==> config.mk <==
export PLATFORM = sky130hd
export DESIGN_NAME = tl_rx_credit_return
export DESIGN_NICKNAME = d
export VERILOG_FILES = /design/src/rtl/tl_rx_credit_return.sv
export SDC_FILE = /design/constraint.sdc
export NUM_CORES = 1
export LEC_CHECK = 0
export CELL_PAD_IN_SITES_DETAIL_PLACEMENT = 1
export CELL_PAD_IN_SITES_GLOBAL_PLACEMENT = 1
export CORE_ASPECT_RATIO = 2
export CORE_MARGIN = 2
export CORE_UTILIZATION = 48
export DETAILED_ROUTE_END_ITERATION = 16
export PLACE_DENSITY_LB_ADDON = 0.1
export REMOVE_ABC_BUFFERS = 1
export SETUP_SLACK_MARGIN = 0.15
export SYNTH_ARGS = -nofsm -noshare
export SYNTH_HDL_FRONTEND = slang
export SYNTH_SLANG_ARGS = --single-unit
==> constraint.sdc <==
create_clock -name clk -period 6.4 [get_ports clk]
set_clock_uncertainty 0.2 [all_clocks]
set_input_delay 1.6 -clock clk [delete_from_list [all_inputs] [get_ports clk]]
set_output_delay 1.6 -clock clk [all_outputs]
set_load 0.01 [all_outputs]
==> src/rtl/tl_rx_credit_return.sv <==
// tl_rx_credit_return: Rx flow-control credit manager (InitFC, UpdateFC return, overflow detect).
// Optional macro TL_FC_UPDATE_COALESCE_EN: coalesce UpdateFC by pending threshold or timer.
module tl_rx_credit_return #(
    parameter int PH_CAP      = 16,
    parameter int PD_CAP      = 128,
    parameter int NH_CAP      = 16,
    parameter int CH_CAP      = 16,
    parameter int CD_CAP      = 128,
    parameter int UPD_THRESH  = 4,
    parameter int UPD_TIMEOUT = 255
) (
    input  logic        clk,
    input  logic        rst_n,
    input  logic        link_active_i,
    input  logic        rx_tlp_valid_i,
    input  logic [1:0]  rx_tlp_type_i,
    input  logic [9:0]  rx_tlp_len_i,
    input  logic        rx_tlp_hasdata_i,
    input  logic        p_hdr_rden_i,
    input  logic        np_hdr_rden_i,
    input  logic        cpl_hdr_rden_i,
    input  logic        p_data_rden_i,
    input  logic        cpl_data_rden_i,
    output logic [11:0] init_ph_o,
    output logic [11:0] init_pd_o,
    output logic [11:0] init_nh_o,
    output logic [11:0] init_ch_o,
    output logic [11:0] init_cd_o,
    output logic        init_en_o,
    input  logic        init_ack_i,
    output logic [11:0] upd_hdr_o,
    output logic [11:0] upd_data_o,
    output logic [1:0]  upd_cls_o,
    output logic        upd_valid_o,
    input  logic        upd_ack_i,
    output logic        ovf_o
);
    localparam logic [11:0] PH_C = 12'(PH_CAP);
    localparam logic [11:0] PD_C = 12'(PD_CAP);
    localparam logic [11:0] NH_C = 12'(NH_CAP);
    localparam logic [11:0] CH_C = 12'(CH_CAP);
    localparam logic [11:0] CD_C = 12'(CD_CAP);

    if (UPD_THRESH < 1 || UPD_TIMEOUT < 1) begin : g_bad_cfg
        $error("tl_rx_credit_return: UPD_THRESH and UPD_TIMEOUT must be positive");
    end

    typedef enum logic [1:0] {LINK_DOWN, INIT, ACTIVE, UPD} state_t;
    state_t state, state_nx;

    logic [11:0] pend_ph, pend_pd, pend_nh, pend_ch, pend_cd;
    logic [11:0] out_ph, out_pd, out_nh, out_ch, out_cd;
    logic        run, ack_now, tlp_p, tlp_n, tlp_c;
    logic [10:0] len_rnd;
    logic [11:0] dcred;
    logic        el_p, el_n, el_c, any_el;

    assign run     = link_active_i && state != LINK_DOWN;
    assign ack_now = state == UPD && upd_ack_i;
    assign tlp_p   = rx_tlp_valid_i && rx_tlp_type_i == 2'd0;
    assign tlp_n   = rx_tlp_valid_i && rx_tlp_type_i == 2'd1;
    assign tlp_c   = rx_tlp_valid_i && rx_tlp_type_i == 2'd2;
    assign len_rnd = {1'b0, rx_tlp_len_i} + 11'd3;
    assign dcred   = !rx_tlp_hasdata_i ? 12'd0 :
                     rx_tlp_len_i == 10'd0 ? 12'd256 : {3'b0, len_rnd[10:2]};

    function automatic logic [11:0] pend_nx(input logic [11:0] p, input logic [11:0] sub,
                                            input logic [1:0] add);
        logic [12:0] s;
        s = {1'b0, p - sub} + {11'b0, add};
        return s[12] ? 12'hFFF : s[11:0];
    endfunction

`ifdef TL_FC_UPDATE_COALESCE_EN
    localparam int TW = $clog2(UPD_TIMEOUT + 1) > 8 ? $clog2(UPD_TIMEOUT + 1) : 8;
    localparam logic [TW-1:0] TMO  = TW'(UPD_TIMEOUT);
    localparam logic [11:0]   TH_H = 12'(UPD_THRESH);
    localparam logic [11:0]   TH_D = 12'(2 * UPD_THRESH);
    logic [TW-1:0] timer;
    logic          tmo, any_pend;

    assign any_pend = |{pend_ph, pend_pd, pend_nh, pend_ch, pend_cd};
    assign tmo      = timer >= TMO;
    assign el_p     = pend_ph >= TH_H || pend_pd >= TH_D || (tmo && |{pend_ph, pend_pd});
    assign el_n     = pend_nh >= TH_H || (tmo && |pend_nh);
    assign el_c     = pend_ch >= TH_H || pend_cd >= TH_D || (tmo && |{pend_ch, pend_cd});

    // Coalescing timer: runs while credits wait in ACTIVE, restarts on every accepted update
    always_ff @(posedge clk) begin
        if (!rst_n || !link_active_i || ack_now)
            timer <= '0;
        else if (state == ACTIVE && any_pend && timer != '1)
            timer <= timer + 1'b1;
    end
`else
    assign el_p = |{pend_ph, pend_pd};
    assign el_n = |pend_nh;
    assign el_c = |{pend_ch, pend_cd};
`endif

    assign any_el = el_p || el_n || el_c;

    // State register
    always_ff @(posedge clk) begin
        if (!rst_n)
            state <= LINK_DOWN;
        else
            state <= state_nx;
    end

    // Next state and handshake outputs; link loss overrides everything
    always_comb begin
        state_nx    = state;
        init_en_o   = 1'b0;
        upd_valid_o = 1'b0;
        init_ph_o   = '0;
        init_pd_o   = '0;
        init_nh_o   = '0;
        init_ch_o   = '0;
        init_cd_o   = '0;
        state_nx    = !link_active_i   ? LINK_DOWN :
                      state == LINK_DOWN ? INIT :
                      state == INIT      ? (init_ack_i ? ACTIVE : INIT) :
                      state == ACTIVE    ? (any_el ? UPD : ACTIVE) :
                                           (upd_ack_i ? ACTIVE : UPD);
        init_en_o   = state == INIT;
        upd_valid_o = state == UPD;
        init_ph_o   = init_en_o ? PH_C : 12'd0;
        init_pd_o   = init_en_o ? PD_C : 12'd0;
        init_nh_o   = init_en_o ? NH_C : 12'd0;
        init_ch_o   = init_en_o ? CH_C : 12'd0;
        init_cd_o   = init_en_o ? CD_C : 12'd0;
    end

    // Latch the highest-priority eligible class (CPL > P > NP) when an update is launched
    always_ff @(posedge clk) begin
        if (!rst_n || !link_active_i) begin
            upd_cls_o  <= 2'd0;
            upd_hdr_o  <= '0;
            upd_data_o <= '0;
        end else if (state == ACTIVE && any_el) begin
            upd_cls_o  <= el_c ? 2'd2 : el_p ? 2'd0 : 2'd1;
            upd_hdr_o  <= el_c ? pend_ch : el_p ? pend_ph : pend_nh;
            upd_data_o <= el_c ? pend_cd : el_p ? pend_pd : 12'd0;
        end
    end

    // Pending (freed, not yet returned) and outstanding (held in Rx FIFOs) credit counters
    always_ff @(posedge clk) begin
        if (!rst_n || !run) begin
            pend_ph <= '0;
            pend_pd <= '0;
            pend_nh <= '0;
            pend_ch <= '0;
            pend_cd <= '0;
            out_ph  <= '0;
            out_pd  <= '0;
            out_nh  <= '0;
            out_ch  <= '0;
            out_cd  <= '0;
        end else begin
            pend_ph <= pend_nx(pend_ph, ack_now && upd_cls_o == 2'd0 ? upd_hdr_o : 12'd0,
                               {1'b0, p_hdr_rden_i});
            pend_pd <= pend_nx(pend_pd, ack_now && upd_cls_o == 2'd0 ? upd_data_o : 12'd0,
                               {p_data_rden_i, 1'b0});
            pend_nh <= pend_nx(pend_nh, ack_now && upd_cls_o == 2'd1 ? upd_hdr_o : 12'd0,
                               {1'b0, np_hdr_rden_i});
            pend_ch <= pend_nx(pend_ch, ack_now && upd_cls_o == 2'd2 ? upd_hdr_o : 12'd0,
                               {1'b0, cpl_hdr_rden_i});
            pend_cd <= pend_nx(pend_cd, ack_now && upd_cls_o == 2'd2 ? upd_data_o : 12'd0,
                               {cpl_data_rden_i, 1'b0});
            out_ph  <= out_ph + {11'b0, tlp_p} - {11'b0, p_hdr_rden_i};
            out_pd  <= out_pd + (tlp_p ? dcred : 12'd0) - {10'b0, p_data_rden_i, 1'b0};
            out_nh  <= out_nh + {11'b0, tlp_n} - {11'b0, np_hdr_rden_i};
            out_ch  <= out_ch + {11'b0, tlp_c} - {11'b0, cpl_hdr_rden_i};
            out_cd  <= out_cd + (tlp_c ? dcred : 12'd0) - {10'b0, cpl_data_rden_i, 1'b0};
        end
    end

    // Sticky overflow: any class holding more than it advertised; only reset clears it
    always_ff @(posedge clk) begin
        if (!rst_n)
            ovf_o <= 1'b0;
        else if (out_ph > PH_C || out_pd > PD_C || out_nh > NH_C || out_ch > CH_C || out_cd > CD_C)
            ovf_o <= 1'b1;
    end
endmodule
==> results of run 1 <==
==> layer usage <==
layer | share of wire [%] | routed length [um]
met1 | 45 | 15190
met3 | 2.4 | 817
met2 | 50 | 16880
met4 | 2.5 | 846
met5 | 0 | 0
==> worst max-delay path, cell delays in order <==
cell and delay [ns]:
clkdlybuf4s50_1 0.48, nand2_1 0.13, nor3b_2 0.19, buf_4 0.29
and2_1 0.17, ha_1 0.17, inv_1 0.07, fa_1 0.40
a211oi_1 0.39, o211ai_1 0.19, a31o_2 0.26, a21oi_1 0.18
xor2_1 0.14, nor4b_2 0.52, nand2_1 0.30, a21oi_1 0.19
==> through the flow <==
stage               util (%)  hold slack, ns
floorplan                  -          0.2633
global placement       51.08          0.2955
detailed placement     51.08          0.3023
CTS                    53.37          0.3205
global route           53.37          0.3462
finish                 53.37          0.3163
==> final cells by class <==
| cell class | count | area, um^2 |
|---|---|---|
| clock buffers | 19 | 452.9 |
| clock inverters | 12 | 130.1 |
| fillers | 3157 | 11860 |
| inverters | 140 | 525.5 |
| multi-input cells | 1210 | 8434 |
| flip-flops and latches | 149 | 2983 |
| well taps | 340 | 425.4 |
| repair buffers | 63 | 628.1 |
==> logic make-up (layout without fill, tap and decap cells) <==
kind of cell / count (synthesis) / in the layout / share of synthesized area [%]
mux: 3 / 3 / 0.2430
xor+xnor: 137 / 137 / 10.20
flops: 149 / 149 / 24.14
simple gates: 516 / 516 / 20.57
compound gates: 317 / 317 / 16.51
buf+inv: 235 / 234 / 9.265
fa+ha+maj: 182 / 182 / 19.04
other cells: 1 / 55 / 0.03035
==> worst paths after layout <==
kind                                            start  depth (start not counted)  slack [ns]                         end
worst max-delay path                        upd_ack_i                         16        0.91       pend_ch[3]$_SDFF_PP0_
worst min-delay path            pend_cd[2]$_SDFF_PP0_                          2        0.32  upd_data_o[2]$_SDFFE_PN0P_
worst min register to register  pend_cd[2]$_SDFF_PP0_                          2        0.32  upd_data_o[2]$_SDFFE_PN0P_
worst max register to register    state[1]$_SDFF_PP0_                         16        1.95       pend_ch[3]$_SDFF_PP0_
==> flip-flops by register name, summed over array words and instances, names as in the netlist <==
signal / flops
out_pd: 12
pend_nh: 12
out_ph: 12
out_cd: 12
ovf_o: 1
out_ch: 12
upd_cls_o: 2
pend_ch: 12
state: 2
pend_cd: 12
out_nh: 12
pend_pd: 12
upd_data_o: 12
pend_ph: 12
upd_hdr_o: 12
==> cells in the mapped netlist (all sizes together), types with 8 or more instances <==
cell    count  area [um^2]
or2         8        50.05
fa         10        200.2
clkbuf     28        116.4
nor2      139        521.8
xor2       70        631.9
o21ai      72        394.1
a211oi     14        110.1
nor2b      12        77.58
nand2     161        614.3
ha        172         2152
o211ai     13        102.6
o22ai      13        81.33
nand4       9        68.81
dfxtp     149         2983
a21o       12        90.09
a21oi     114        638.1
a21boi      8        60.06
nor3       45        251.5
nand2b     20        125.1
nand3      29        150.1
or3         8        55.05
a31oi      21        131.4
nor3b       8        70.06
and3       14        87.58
buf        66        493.0
inv       140        525.5
xnor2      67        628.1
nor4       24        165.2
and2       19        118.9
==> report_power, final <==
part	switching, mW	internal (mW)	leakage [nW]	total, mW
sequential	0.0102	0.943	1.20	0.953
combinational	0.226	0.167	4.01	0.393
clock	0.429	0.591	0.273	1.02
==> results.json, run 1 <==
{
  "area_delta_synth_final_pct": 9.893,
  "dp_slack_ns": 0.5286,
  "vias": 10576,
  "portBuffers": 57,
  "route.detailed.drc": 0,
  "min_period_over_period_pct": 85.80,
  "rsz0062_at_grt": "no",
  "antenna_left": 0,
  "gp_congestion": 0.9021,
  "antenna_cells": 0,
  "syn_area_um2": 12360,
  "worst_pin_slew_ns": 1.107,
  "grt_max_degree": 57,
  "synth-edff-count": 0,
  "grt_use_met3_pct": 3.656,
  "antenna_found_initial": 0,
  "drtIter0Drc": 376,
  "synthesis.instances": 1540,
  "fp.coreArea_um2": 25440,
  "yosysSeqAreaShare_pct": 24.14,
  "slew_violations": 0,
  "crit_arrival_ns": 5.67,
  "avgViaCountPerCell": 5.471,
  "cts_resized": 0,
  "hold_path.class": "reg -> reg",
  "finalHoldViolCount": 0,
  "fp.dieW_um": 117.5,
  "use_met2_pct": 44.85,
  "grt_pass1_vias": 11207,
  "cts_setup_buffers": 0,
  "fin_ws_ns": 0.9089,
  "min_period_ns": 5.491,
  "cts_tree": "yes",
  "cts.path.max_buffers": 2,
  "powerDensity_nw_per_um2": 174.2,
  "die_h_um": 230.9,
  "busiest_layer": "met2",
  "drtPass1Iterations": 4,
  "io_pins": 113,
  "routed_wirelength_um": 33740,
  "cap_viol_max_count": 0,
  "final_common_cell": "ha_1",
  "fin_area_um2": 13580,
  "cts_buffers": 17,
  "drive_above_1_share_pct": 6.215,
  "outcome": "complete, no violations",
  "path_clk_slew_ns": 0.06,
  "hpwl_um": 26880,
  "p_total_mw": 2.365,
  "critPathMaxFanout": 24,
  "ys_types": 87,
  "rows": 83,
  "async_flop_share_pct": 0,
  "fmax_mhz": 182.1,
  "required_ns": 6.58,
  "dp_cells": 1902,
  "cts_sinks": 149,
  "vdd_drop_max_v": 0.0001710,
  "wire_per_inst_um": 17.45,
  "instances_no_fill": 1933,
  "critPathKind": "in -> reg",
  "finalSetupTns_ns": 0,
  "met1_usage_pct": 30.74,
  "grt.overflow.total": 0,
  "initial_utilization_pct": 48.57,
  "power.leakage_nw": 5.481,
  "htree_levels": 4,
  "end_kind": "flip-flop",
  "final_net_count": 1787,
  "clock_latency_ns": 0.45,
  "grt_use_total_pct": 25.21,
  "maxSlewHeadroom_pct": 25.69,
  "dieArea_um2": 27120,
  "final_cell_mix": "172 x ha_1, 157 x nand2_1, 149 x dfxtp_1",
  "setup-violations-final": 0,
  "cp-start-kind": "primary input",
  "synth-seq-cells": 149,
  "grt_pass1_wl_um": 55810,
  "synth_flop_cell": "dfxtp_1",
  "place_area_um2": 13000,
  "avgSynthCellArea_um2": 8.024,
  "cts-hold-fix-buffers": 0,
  "synth_warnings": 0,
  "ctsRootBufferMaster": "clkbuf_16"
}
No activity file was read; power rests on OpenSTA's default activity.
==> run 2, diff against run 1 <==
--- a/config.mk
+++ b/config.mk
@@ -9,7 +9,8 @@
 export CELL_PAD_IN_SITES_GLOBAL_PLACEMENT = 1
 export CORE_ASPECT_RATIO = 2
 export CORE_MARGIN = 2
-export CORE_UTILIZATION = 48
+export CORE_UTILIZATION = 49
+export CTS_BUF_LIST = sky130_fd_sc_hd__clkbuf_4 sky130_fd_sc_hd__clkbuf_8
 export DETAILED_ROUTE_END_ITERATION = 16
 export PLACE_DENSITY_LB_ADDON = 0.1
 export REMOVE_ABC_BUFFERS = 1
==> run 2 against run 1 <==
Sequential share of layout area rose by 0.27 points. Total power decreased by 11%. Cell count unchanged. Non-clock buffer count rose by 3. Clock-buffer cell count rose by 1. Die area decreased by 2.0%. Wire length is 4.0% higher. Largest power group is now sequential cells. Worst hold slack better by 0.0063 ns. Worst setup slack lost 0.068 ns. Critical path depth did not move. Clock power is 27% lower.
==> results.json, run 2 (same netlist as run 1, synthesis figures left out) <==
{
  "drive_above_1_share_pct": 6.450,
  "hpwl_um": 29250,
  "avgViaCountPerCell": 5.575,
  "cts_tree": "yes",
  "final_cell_mix": "172 x ha_1, 157 x nand2_1, 149 x dfxtp_1",
  "portBuffers": 57,
  "cts-hold-fix-buffers": 0,
  "critPathMaxFanout": 12,
  "antenna_cells": 0,
  "critPathKind": "in -> reg",
  "final_net_count": 1790,
  "grt_pass1_wl_um": 56600,
  "antenna_found_initial": 0,
  "cts_sinks": 149,
  "die_h_um": 228.6,
  "drtPass1Iterations": 4,
  "setup-violations-final": 0,
  "vdd_drop_max_v": 0.0001369,
  "min_period_over_period_pct": 86.86,
  "final_common_cell": "ha_1",
  "grt_pass1_vias": 11607,
  "cts_buffers": 17,
  "cts.path.max_buffers": 2,
  "powerDensity_nw_per_um2": 156.4,
  "routed_wirelength_um": 35080,
  "antenna_left": 0,
  "path_delay_family": "simple AND/OR/NAND/NOR gates",
  "vias": 10776,
  "initial_utilization_pct": 49.56,
  "rows": 82,
  "path_clk_slew_ns": 0.08,
  "rsz0062_at_grt": "no",
  "multiInputGateArea_um2": 8436,
  "route.detailed.drc": 0,
  "cp-start-kind": "primary input",
  "ctsRootBufferMaster": "clkbuf_8",
  "outcome": "complete, no violations",
  "required_ns": 6.62,
  "fmax_mhz": 179.9,
  "crit_arrival_ns": 5.78,
  "cpMostUsedCell": "o21ai_1",
  "holdWs_ns": 0.3226,
  "gp_congestion": 0.8658,
  "dieArea_um2": 26580,
  "finalSetupTns_ns": 0,
  "grt_use_total_pct": 27.38,
  "slowest_stage": "clkdlybuf4s50_1",
  "cts_resized": 0,
  "htree_levels": 4,
  "fillers": 3138,
  "fp.dieW_um": 116.3,
  "drtIter0Drc": 229,
  "area_delta_synth_final_pct": 8.546,
  "min_period_ns": 5.559,
  "cts_setup_buffers": 0,
  "hold_path.class": "reg -> reg",
  "crit_chain": "clkdlybuf4s50_1 -> nand2_1 -> nor3b_1 -> buf_12 -> and2_1 -> ha_1 -> inv_1 -> fa_1 -> a211oi_1 -> o21ai_1 -> xor2_1 -> nand4_1 -> nor3_1 -> and3_1 -> nand4_2 -> o21ai_1",
  "power.leakage_nw": 5.411,
  "maxSlewHeadroom_pct": 24.23,
  "worst_pin_slew_ns": 1.129,
  "io_pins": 113,
  "fp.coreArea_um2": 24930,
  "regArea_um2": 2983,
  "finalHoldViolCount": 0,
  "grt_max_degree": 42,
  "cap_viol_max_count": 0,
  "critPathBufInv": 3,
  "slew_violations": 0,
  "cpPeakStageDelay_ns": 0.49,
  "clock_latency_ns": 0.50,
  "wire_per_inst_um": 18.15,
  "grt.overflow.total": 0,
  "end_kind": "flip-flop"
}
run 2: cell count changes in the layout (fill, tap and decap cells not counted), moves of 2 or more:
cell / change
buf_4: +3
clkbuf_16: -17
clkbuf_8: +18
clkinv_2: -3
clkinv_4: +6
clkinvlp_4: -2
run 2: cell type report:
type	count	area share [%]
Clock buffer	20	2.052
Clock inverter	12	0.9142
Inverter	140	3.918
Multi-Input combinational cell	1210	62.89
Sequential cell	149	22.24
Tap cell	336	3.134
Timing Repair Buffer	66	4.851
run 2: final timing paths:
path,start,to,slack (ns),cells past startpoint
setup / recovery,upd_ack_i,pend_nh[4]$_SDFF_PP0_,0.84,16
hold / removal,pend_cd[7]$_SDFF_PP0_,upd_data_o[7]$_SDFFE_PN0P_,0.32,2
setup reg to reg,state[1]$_SDFF_PP0_,pend_nh[4]$_SDFF_PP0_,1.83,16
hold reg to reg,pend_cd[7]$_SDFF_PP0_,upd_data_o[7]$_SDFFE_PN0P_,0.32,2
run 2: routing by layer:
| layer | global-route usage, % | vias to the layer above | share of wire, % |
|---|---|---|---|
| met1 | 24.12 | 5231 | 33 |
| met2 | 55.92 | 172 | 60 |
| met5 | 0 | - | 0 |
| met4 | 14.66 | 0 | 5.1 |
| li1 | - | 5265 | - |
| met3 | 3.713 | 108 | 1.9 |
run 2: power breakdown:
group | internal [mW] | switching, mW | leakage, nW
registers | 0.942 | 0.0102 | 1.20
logic | 0.170 | 0.231 | 4.02
clock network | 0.342 | 0.402 | 0.192
total | 1.45 | 0.644 | 5.41
run 2: metrics by stage:
step | total power [mW] | cell area (um^2) | std cells | worst slack [ns] | utilization, %
after detailed placement | 1.376 | 13020 | 1901 | 0.4234 | 52.20
after global placement | 1.363 | 13020 | 1901 | 0.5909 | 52.20
final | 2.098 | 13410 | 1933 | 0.8406 | 53.80
after floorplan | 1.256 | 11940 | 1499 | 0.9772 | -
after global routing | 2.202 | 13410 | 1933 | 0.6334 | 53.80
after CTS | 2.118 | 13410 | 1933 | 0.9036 | 53.80
run 2: worst reg2reg max path: stages, from the launching register on:
cell and delay [ns]:
dfxtp_1 0.43, and2_1 0.18, nand2_1 0.12, nor3b_1 0.37, buf_12 0.19, and2_1 0.14
ha_1 0.16, inv_1 0.05, fa_1 0.40, a211oi_1 0.40, o21ai_1 0.15, xor2_1 0.27
nand4_1 0.26, nor3_1 0.43, and3_1 0.29, nand4_2 0.27, o21ai_1 0.19
==> run 3, diff against run 2 <==
--- a/config.mk
+++ b/config.mk
@@ -5,6 +5,7 @@
 export SDC_FILE = /design/constraint.sdc
 export NUM_CORES = 1
 export LEC_CHECK = 0
+export ABC_CLOCK_PERIOD_IN_PS = 6400
 export CELL_PAD_IN_SITES_DETAIL_PLACEMENT = 1
 export CELL_PAD_IN_SITES_GLOBAL_PLACEMENT = 1
 export CORE_ASPECT_RATIO = 2
==> results of run 3 <==
No change in the layout: final DEF, timing and power equal those of run 2.
